===== src/rtl/comms_ctrl.sv =====
// ----------------------------------------------------------------------------
// comms_ctrl
//   Command layer between uart_rx/uart_tx and the configuration regfile.
//   Unloads 18-bit packets {parity, addr[7:0], data[7:0], wrb} from uart_rx,
//   checks odd parity, then performs a regfile write or read. Read results
//   go back to the host through uart_tx as {parity, addr, rdata, 1'b1}.
//
// Ports
//   clk            system clock
//   reset          synchronous reset, active high
//   rx_data        received packet from uart_rx
//   rx_empty       uart_rx status, low when a packet is waiting
//   uld_rx_data    one-cycle unload strobe to uart_rx
//   tx_data        reply packet to uart_tx
//   ld_tx_data     load request to uart_tx, held until tx_busy rises
//   tx_busy        uart_tx busy
//   reg_addr       regfile address
//   reg_wr_data    regfile write data
//   reg_we         regfile write enable, one-cycle pulse
//   reg_rd_data    regfile read data, combinational from reg_addr
//   parity_err_cnt saturating count of packets rejected for bad parity
//   busy           high whenever the controller is not idle
// ----------------------------------------------------------------------------
module comms_ctrl #(
    parameter int NUMREGS = 32,
    parameter int CNT_W   = 8
) (
    input  logic             clk,
    input  logic             reset,
    input  logic [17:0]      rx_data,
    input  logic             rx_empty,
    output logic             uld_rx_data,
    output logic [17:0]      tx_data,
    output logic             ld_tx_data,
    input  logic             tx_busy,
    output logic [7:0]       reg_addr,
    output logic [7:0]       reg_wr_data,
    output logic             reg_we,
    input  logic [7:0]       reg_rd_data,
    output logic [CNT_W-1:0] parity_err_cnt,
    output logic             busy
);

    typedef enum logic [2:0] {
        IDLE, UNLOAD, CAPTURE, CHECK, WRITE, READ, TX_WAIT, TX_HOLD
    } state_t;

    localparam logic [8:0] NUMREGS_L = 9'(NUMREGS);

    state_t      state, next_state;
    logic [17:0] pkt;
    logic [7:0]  pkt_addr;
    logic [7:0]  pkt_data;
    logic        pkt_wrb;
    logic        pkt_par_ok;
    logic        addr_ok;

    assign pkt_addr   = pkt[16:9];
    assign pkt_data   = pkt[8:1];
    assign pkt_wrb    = pkt[0];
    assign pkt_par_ok = ^pkt;
    assign addr_ok    = ({1'b0, pkt_addr} < NUMREGS_L);

    // Saturating increment: the counter sticks at all-ones.
    function automatic logic [CNT_W-1:0] sat_inc(input logic [CNT_W-1:0] c);
        return (&c) ? c : c + {{(CNT_W-1){1'b0}}, 1'b1};
    endfunction

    // Reply word with the top bit chosen so the whole word has odd parity.
    function automatic logic [17:0] make_reply(input logic [7:0] addr,
                                               input logic [7:0] rdata);
        logic [16:0] body;
        body = {addr, rdata, 1'b1};
        return {~(^body), body};
    endfunction

    always_ff @(posedge clk) begin
        if (reset) state <= IDLE;
        else       state <= next_state;
    end

    always_comb begin
        next_state = state;
        case (state)
            IDLE:    if (!rx_empty) next_state = UNLOAD;
            UNLOAD:  next_state = CAPTURE;
            CAPTURE: next_state = CHECK;
            CHECK: begin
                if (!pkt_par_ok)  next_state = IDLE;
                else if (!pkt_wrb) next_state = WRITE;
                else              next_state = READ;
            end
            WRITE:   next_state = IDLE;
            READ:    next_state = TX_WAIT;
            TX_WAIT: if (!tx_busy) next_state = TX_HOLD;
            TX_HOLD: if (tx_busy)  next_state = IDLE;
            default: next_state = IDLE;
        endcase
    end

    // Outputs are registered from next_state so each one is valid for
    // exactly the cycle the FSM spends in the matching state.
    always_ff @(posedge clk) begin
        if (reset) begin
            pkt            <= '0;
            uld_rx_data    <= 1'b0;
            tx_data        <= '0;
            ld_tx_data     <= 1'b0;
            reg_addr       <= '0;
            reg_wr_data    <= '0;
            reg_we         <= 1'b0;
            parity_err_cnt <= '0;
            busy           <= 1'b0;
        end else begin
            uld_rx_data <= (next_state == UNLOAD);
            ld_tx_data  <= (next_state == TX_HOLD);
            busy        <= (next_state != IDLE);
            reg_we      <= (state == CHECK) && (next_state == WRITE) && addr_ok;

            // uart_rx presents the packet one cycle after the unload strobe.
            if (state == CAPTURE) pkt <= rx_data;

            if (state == CHECK) begin
                if (!pkt_par_ok) begin
                    parity_err_cnt <= sat_inc(parity_err_cnt);
                end else begin
                    reg_addr <= pkt_addr;
                    if (!pkt_wrb) reg_wr_data <= pkt_data;
                end
            end

            // Out-of-range reads return zero rather than whatever the
            // regfile drives for an unimplemented address.
            if (state == READ)
                tx_data <= make_reply(pkt_addr, addr_ok ? reg_rd_data : 8'h00);
        end
    end

endmodule


===== config.mk =====
export PLATFORM = sky130hd
export DESIGN_NAME = comms_ctrl
export DESIGN_NICKNAME = d
export VERILOG_FILES = /design/src/rtl/comms_ctrl.sv
export SDC_FILE = /design/constraint.sdc
export NUM_CORES = 1
export LEC_CHECK = 0
export CAP_MARGIN = 20
export CORE_ASPECT_RATIO = 1.1
export CORE_MARGIN = 5
export CORE_UTILIZATION = 44
export CTS_CLUSTER_DIAMETER = 30
export DETAILED_ROUTE_END_ITERATION = 8
export PLACE_DENSITY = 0.76
export SLEW_MARGIN = 20
export SYNTH_ARGS = -nofsm -noshare
export SYNTH_HDL_FRONTEND = slang
export SYNTH_SLANG_ARGS = --single-unit

===== constraint.sdc =====
create_clock -name clk -period 2.2 [get_ports clk]
set_clock_uncertainty 0.15 [all_clocks]
set_input_delay 0.33 -clock clk [delete_from_list [all_inputs] [get_ports clk]]
set_output_delay 0.33 -clock clk [all_outputs]
set_load 0.05 [all_outputs]

==> results of run 1 <==
==> what timing repair did <==
item,CTS,global route
buffers inserted,2,3
setup endpoints to repair,19,30
pin swaps,5,7
gates cloned,2,1
hold endpoints to repair,0,0
gates resized for setup,12,21
==> worst max-delay path, stage by stage, from the launching register on <==
cell     delay [ns]
dfxtp_2        0.34
xnor3_1        0.40
xnor3_2        0.28
buf_4          0.17
xor3_2         0.53
o31ai_2        0.25
a21oi_1        0.12
==> layout by cell type, fill, tap and decap left out, types with 3 or more instances in the layout <==
cell / netlist / layout
nand4b_1: 8 / 8
dfxtp_2: 0 / 7
nor2_1: 20 / 20
a22oi_1: 8 / 8
xnor3_1: 5 / 4
nand3_1: 12 / 12
xnor3_2: 2 / 4
o21ai_0: 11 / 10
nand2_1: 57 / 56
clkbuf_8: 0 / 11
buf_4: 0 / 27
a21oi_2: 0 / 3
dfxtp_1: 67 / 60
clkinv_2: 0 / 3
inv_1: 4 / 4
clkdlybuf4s50_1: 0 / 73
xnor2_1: 11 / 9
a21oi_1: 51 / 48
o31ai_2: 0 / 7
buf_6: 1 / 4
o31ai_1: 12 / 4
==> cells by family after synthesis <==
kind of cell	synth area share, %
AO/OA/AOI/OAI	19.1
buffers and inverters	4.15
multiplexers	0.735
adder cells (fa/ha/maj)	0.432
flip-flops	46.4
AND/OR/NAND/NOR	19.2
XOR/XNOR	9.99
==> layout make-up <==
| cell class | count | area share, % |
|---|---|---|
| clock buffer | 11 | 3.52 |
| clock inverter | 5 | 1.75 |
| inverter | 4 | 0.349 |
| multi-input combinational | 235 | 37.3 |
| sequential | 67 | 31.4 |
| tap | 82 | 2.39 |
| timing repair buffer | 107 | 23.3 |
==> power by group <==
| group | total [mW] | switching (mW) | internal (mW) | leakage, nW |
|---|---|---|---|---|
| combinational | 1.18 | 0.656 | 0.519 | 0.889 |
| sequential | 1.27 | 0.0277 | 1.25 | 0.545 |
| clock | 1.18 | 0.483 | 0.694 | 0.119 |
| total | 3.63 | 1.17 | 2.46 | 1.55 |
==> final timing paths <==
| path | end | slack, ns | cells after the start |
|---|---|---|---|
| worst max-delay path | reg_wr_data[1]$_SDFFE_PP0P_ | -0.19 | 6 |
| worst min-delay path | tx_data[12]$_SDFFE_PP0P_ | 0.31 | 2 |
| worst max register to register | reg_wr_data[1]$_SDFFE_PP0P_ | -0.19 | 6 |
| worst min register to register | tx_data[12]$_SDFFE_PP0P_ | 0.31 | 2 |
==> per-stage QoR <==
step / hold slack [ns] / std cells / area [um2] / worst slack [ns]
3_3_place_gp: 0.296 / 487 / 3850 / -0.0666
5_1_grt: 0.327 / 511 / 4300 / -0.242
6_report: 0.308 / 511 / 4300 / -0.192
3_5_place_dp: 0.300 / 487 / 3850 / -0.144
4_1_cts: 0.293 / 507 / 4190 / -0.138
2_1_floorplan: 0.259 / 330 / 2900 / -0.00274
==> flip-flops by register name, summed over array words and instances, names as in the netlist <==
name,count
parity_err_cnt,8
reg_we,1
ld_tx_data,1
uld_rx_data,1
reg_addr,8
pkt,18
busy,1
reg_wr_data,8
state,3
tx_data,18
==> per-layer routing <==
metal	global-route usage, %	part of all wire (%)
met5	0	0
met4	9.97	2.1
met3	4.06	7.7
met2	32.5	50
met1	25.1	40
==> out/summary.txt, run 1 <==
RSZ-0062 raised after global routing: yes
Remaining Overflow, GRT: 0
max cap viols: 0
number of hold buffers added after cts: 0
ANT cells: 0
CTS H-Tree Depth: 3
CTS Buffer Depth: 2
Slew Limit Fails: 0
Max transition margin: 60.1%
hold crit path type: reg2reg
Final setup viols: 26
crit path from: pkt[15]$_SDFFE_PP0P_
first-pass GRT wire length: 12.8 mm
CTS buffer count: 9
drt drc: 0
vias in the first global route: 2655
wire per inst: 16.6 um
outcome: complete, but fails checks
Initial Utilization: 44.7%
fmax: 418 MHz
Crit. End Element: flop
most common cell in the synthesized netlist: dfxtp_1
drt via density: 5.52
HPWL Detailed: 5.36 mm
Seq cells post-synth: 67
top cells by area, synth: dfxtp_1, a21oi_1, nand2_1
row count: 31
DIE HEIGHT: 95.0 um
Post-synth EDFFs: 0
CTS tree: built
reg-to-reg critical path startpoint: pkt[15]$_SDFFE_PP0P_
Critical Path RT: 2.25 ns
IO Count: 76
FF/Latch Area: 1350 um2
proportion of layout cells with a drive suffix above 1: 20.0%
Sink Count: 67
Mean Syn Cell Area: 8.77 um2
Commonest cells post-synth: dfxtp_1, nand2_1, a21oi_1, clkbuf_1, nor2_1
sequential fraction of the synthesis area: 46.4%
setup_tns: -2.64 ns
setup ws final: -0.192 ns
area of the multi-input gates: 1600 um2
Top FF cell, synth: dfxtp_1
worst skew pair latency: 0.35 ns
Mapped Cells: 330
Die ar.: 8300 um2
Arr. time, crit path: 2.44 ns
WL final: 8.48 mm
PwrDens: 844 nW/um2
Post-DRT Antenna Nets: 0
Fillers: 510
Clock Tree Root: clkbuf_8
post-route minimum period: 2.39 ns
port bufs: 75
DR vias: 2822
post-route clock period utilization: 109%
gr usage total: 20.0%
Setup crit start kind: flop
Crit Path Max Fanout: 8
Nets: 455
asr flop ratio synth: 0%
initial antenna violation count: 0
drt first-iter violations: 260
CTS clock-pin slew for the worst setup and hold paths: 0.07 ns
number of synthesis warnings: 0
synthesized area: 2890 um2
Least-Margin Pin Slew: 0.599 ns
die width: 87.3 um
Net Count, Synth: 361
area grow syn2layout: 48.5%
total power: 3.63 mW
final core utilization: 66.3%
top cell type's share of synthesized area: 46.4%
failing checks: negative setup slack
Leak Pwr: 1.55 nW
drt pass-1 iters: 4
critical path class: reg2reg
largest net degree at the start of global routing: 32
core area: 6480 um2
Hold Vio Cnt, Final: 0
worst hold path startpoint: tx_data[12]$_SDFFE_PP0P_
post-synthesis cell type count: 43
gpl congestion: 0.791
peak supply drop: 0.000543 V
leading area contributor after synthesis: dfxtp_1
No activity file was read; power rests on OpenSTA's default activity.
==> run 2, diff against run 1 <==
- ABC_CLOCK_PERIOD_IN_PS: not set -> 2200
==> results of run 2 <==
Final layout, timing and power as in run 1 (identical DEF).
==> run 3, diff against run 2 <==
==> constraint.sdc (replaced) <==
create_clock -name clk -period 2.2 [get_ports clk]
set_clock_uncertainty 0.15 [all_clocks]
set_input_delay 0.22 -clock clk [delete_from_list [all_inputs] [get_ports clk]]
set_output_delay 0.22 -clock clk [all_outputs]
set_load 0.05 [all_outputs]
==> run 3 against run 2 <==
  * The run still ends with negative setup slack left
  * Fmax increased by 1.8%
  * Routed wire length increased by 2.0%
  * Register-to-register slack improved by 0.04 ns
  * Combinational power increased by 14%
  * Critical path depth decreased by 1
  * Global-route usage increased by 0.35 points
  * Count of clock-buffer cells in the layout decreased by 2
  * Utilization increased by 1.6 points
  * Non-clock buffer count unchanged
  * Critical path type unchanged
  * Largest cell class unchanged
  * Largest power group is now clock
  * Highest routed layer unchanged
==> out/summary.txt, run 3 (synthesis results as in run 1) <==
peak supply drop: 0.000553 V (+1.7%)
fmax: 426 MHz (+1.8%)
DR vias: 2886 (+2.3%)
most frequent cells in the layout: clkdlybuf4s50_1, dfxtp_1, nand2_1, a21oi_1, buf_4
CTS buffer count: 9 (unchanged)
final core utilization: 67.9% (+1.6 points)
Least-Margin Pin Slew: 0.626 ns (+0.0272 ns)
Arr. time, crit path: 2.48 ns (+0.04 ns)
proportion of layout cells with a drive suffix above 1: 21.0% (+0.93 points)
drt first-iter violations: 164 (-37%)
drt drc: 0 (unchanged)
first-pass GRT wire length: 13.1 mm (+2.9%)
FF/Latch Area: 1350 um2 (about the same)
CP Cell Sequence: xnor2_1, xnor2_1, xnor3_2, or4_1, a21oi_1
row count: 31 (unchanged)
Final Cell Area: 4400 um2 (+2.4%)
Fillers: 491 (-3.7%)
DIE HEIGHT: 95.0 um (unchanged)
Hold Vio Cnt, Final: 0 (unchanged)
biggest regs: pkt (18), tx_data (18)
vias in the first global route: 2751 (+3.6%)
IO Count: 76 (unchanged)
critical path class: reg2reg
setup ws final: -0.150 ns (+0.0424 ns)
Post-DRT Antenna Nets: 0 (unchanged)
area grow syn2layout: 52.1%
post-route clock period utilization: 107% (-1.9 points)
CTS tree: built
failing checks: negative setup slack
worst skew pair latency: 0.36 ns (about the same)
cell family with most CP delay: XOR/XNOR gates
Max transition margin: 58.3% (-1.8 points)
WL final: 8.65 mm (+2.0%)
CTS H-Tree Depth: 3 (unchanged)
Crit Path Max Fanout: 7 (-1)
placed instance area: 3850 um2 (unchanged)
HPWL Detailed: 5.39 mm (+0.71%)
Nets: 455 (unchanged)
largest net degree at the start of global routing: 32 (unchanged)
area of the multi-input gates: 1650 um2 (+2.7%)
Die ar.: 8300 um2 (unchanged)
Remaining Overflow, GRT: 0 (unchanged)
post-route minimum period: 2.35 ns (-0.0424 ns)
port bufs: 75 (unchanged)
gr usage total: 20.3% (+0.35 points)
setup_tns: -1.82 ns (+0.812 ns)
die width: 87.3 um (unchanged)
gpl congestion: 0.792 (about the same)
CTS Buffer Depth: 2 (unchanged)
PwrDens: 912 nW/um2 (+8.1%)
initial antenna violation count: 0 (unchanged)
max cap viols: 0 (unchanged)
outcome: complete, but fails checks
crit-path most repeated cell: xnor2_1
core area: 6480 um2 (unchanged)
ANT cells: 0 (unchanged)
drt via density: 5.65 (+2.3%)
Crit path largest cell delay: 0.60 ns (+0.07 ns)
Setup crit start kind: flop
Initial Utilization: 44.7% (unchanged)
wire per inst: 16.9 um (+2.0%)
WP buf/inv: 0 (-1)
Final setup viols: 23 (-12%)
Clock Tree Root: clkbuf_8
RSZ-0062 raised after global routing: yes
Sink Count: 67 (unchanged)
slowest cell on the critical path: xnor3_2
total power: 4.01 mW (+11%)
Slew Limit Fails: 0 (unchanged)
drt pass-1 iters: 5 (+1)
R2R setup slack: -0.15 ns (+0.04 ns)
Leak Pwr: 1.57 nW (+0.97%)
Crit. End Element: flop
Critical Path RT: 2.33 ns (+0.08 ns)
most common cell after layout, fill and taps aside: clkdlybuf4s50_1
hold crit path type: in2reg
CTS clock-pin slew for the worst setup and hold paths: 0.08 ns (about the same)
[run 3: cell types whose count changed in the layout (fill, tap and decap cells not counted), moves of 2 or more]
| cell | delta |
|---|---|
| o21ai_0 | -7 |
| clkinv_2 | -3 |
| o21ai_1 | +2 |
| bufinv_16 | +2 |
| inv_6 | +3 |
| clkbuf_8 | -2 |
| o21ai_2 | +5 |
| o31ai_4 | +2 |
[run 3: worst register-to-register path: stages, from the launching register on]
cell     delay (ns)
dfxtp_1        0.35
xnor2_1        0.17
xnor2_1        0.36
xnor3_2        0.60
or4_1          0.50
a21oi_1        0.14
[run 3: worst paths after layout]
| path | from | endpoint | cells after the start |
|---|---|---|---|
| worst max-delay path | pkt[5]$_SDFFE_PP0P_ | parity_err_cnt[2]$_SDFFE_PP0P_ | 5 |
| worst min-delay path | reset | state[0]$_SDFF_PP0_ | 2 |
| worst max register to register | pkt[5]$_SDFFE_PP0P_ | parity_err_cnt[2]$_SDFFE_PP0P_ | 5 |
| worst min register to register | tx_data[14]$_SDFFE_PP0P_ | tx_data[14]$_SDFFE_PP0P_ | 2 |
[run 3: metal layers]
metal	routed length (um)	up-vias	share of wire (%)	track usage [%]
li1	-	1357	-	-
met5	0	-	0	0
met2	4290	123	50	34.0
met3	679	19	7.9	5.01
met1	3520	1387	41	24.9
met4	161	0	1.9	8.44
[run 3: metrics by stage]
stage	std cells	hold slack [ns]	setup WS, ns
after global placement	487	0.294	-0.0748
after CTS	511	0.162	-0.130
after detailed placement	487	0.296	-0.163
after global routing	511	0.223	-0.202
after floorplan	330	0.149	-0.00274
final	511	0.190	-0.150
[run 3: layout make-up]
cell class | instances | share of cell area, %
flip-flops and latches | 67 | 30.7
inverters | 4 | 0.341
multi-input cells | 235 | 37.4
clock inverters | 7 | 3.33
repair buffers | 107 | 23.1
well taps | 82 | 2.33
clock buffers | 9 | 2.82
[run 3: power by group]
group | total (mW) | internal, mW | switching (mW)
clock | 1.40 | 0.879 | 0.520
sequential | 1.27 | 1.24 | 0.0279
combinational | 1.34 | 0.622 | 0.719
[run 3: repair_timing]
| item | 4_1_cts | 5_1_grt |
|---|---|---|
| pin swaps | 4 | 9 |
| hold buffers | 0 | 0 |
| setup endpoints to repair | 21 | 29 |
| resized for setup | 16 | 31 |
| setup buffers | 6 | 1 |
| gates cloned | 2 | 0 |
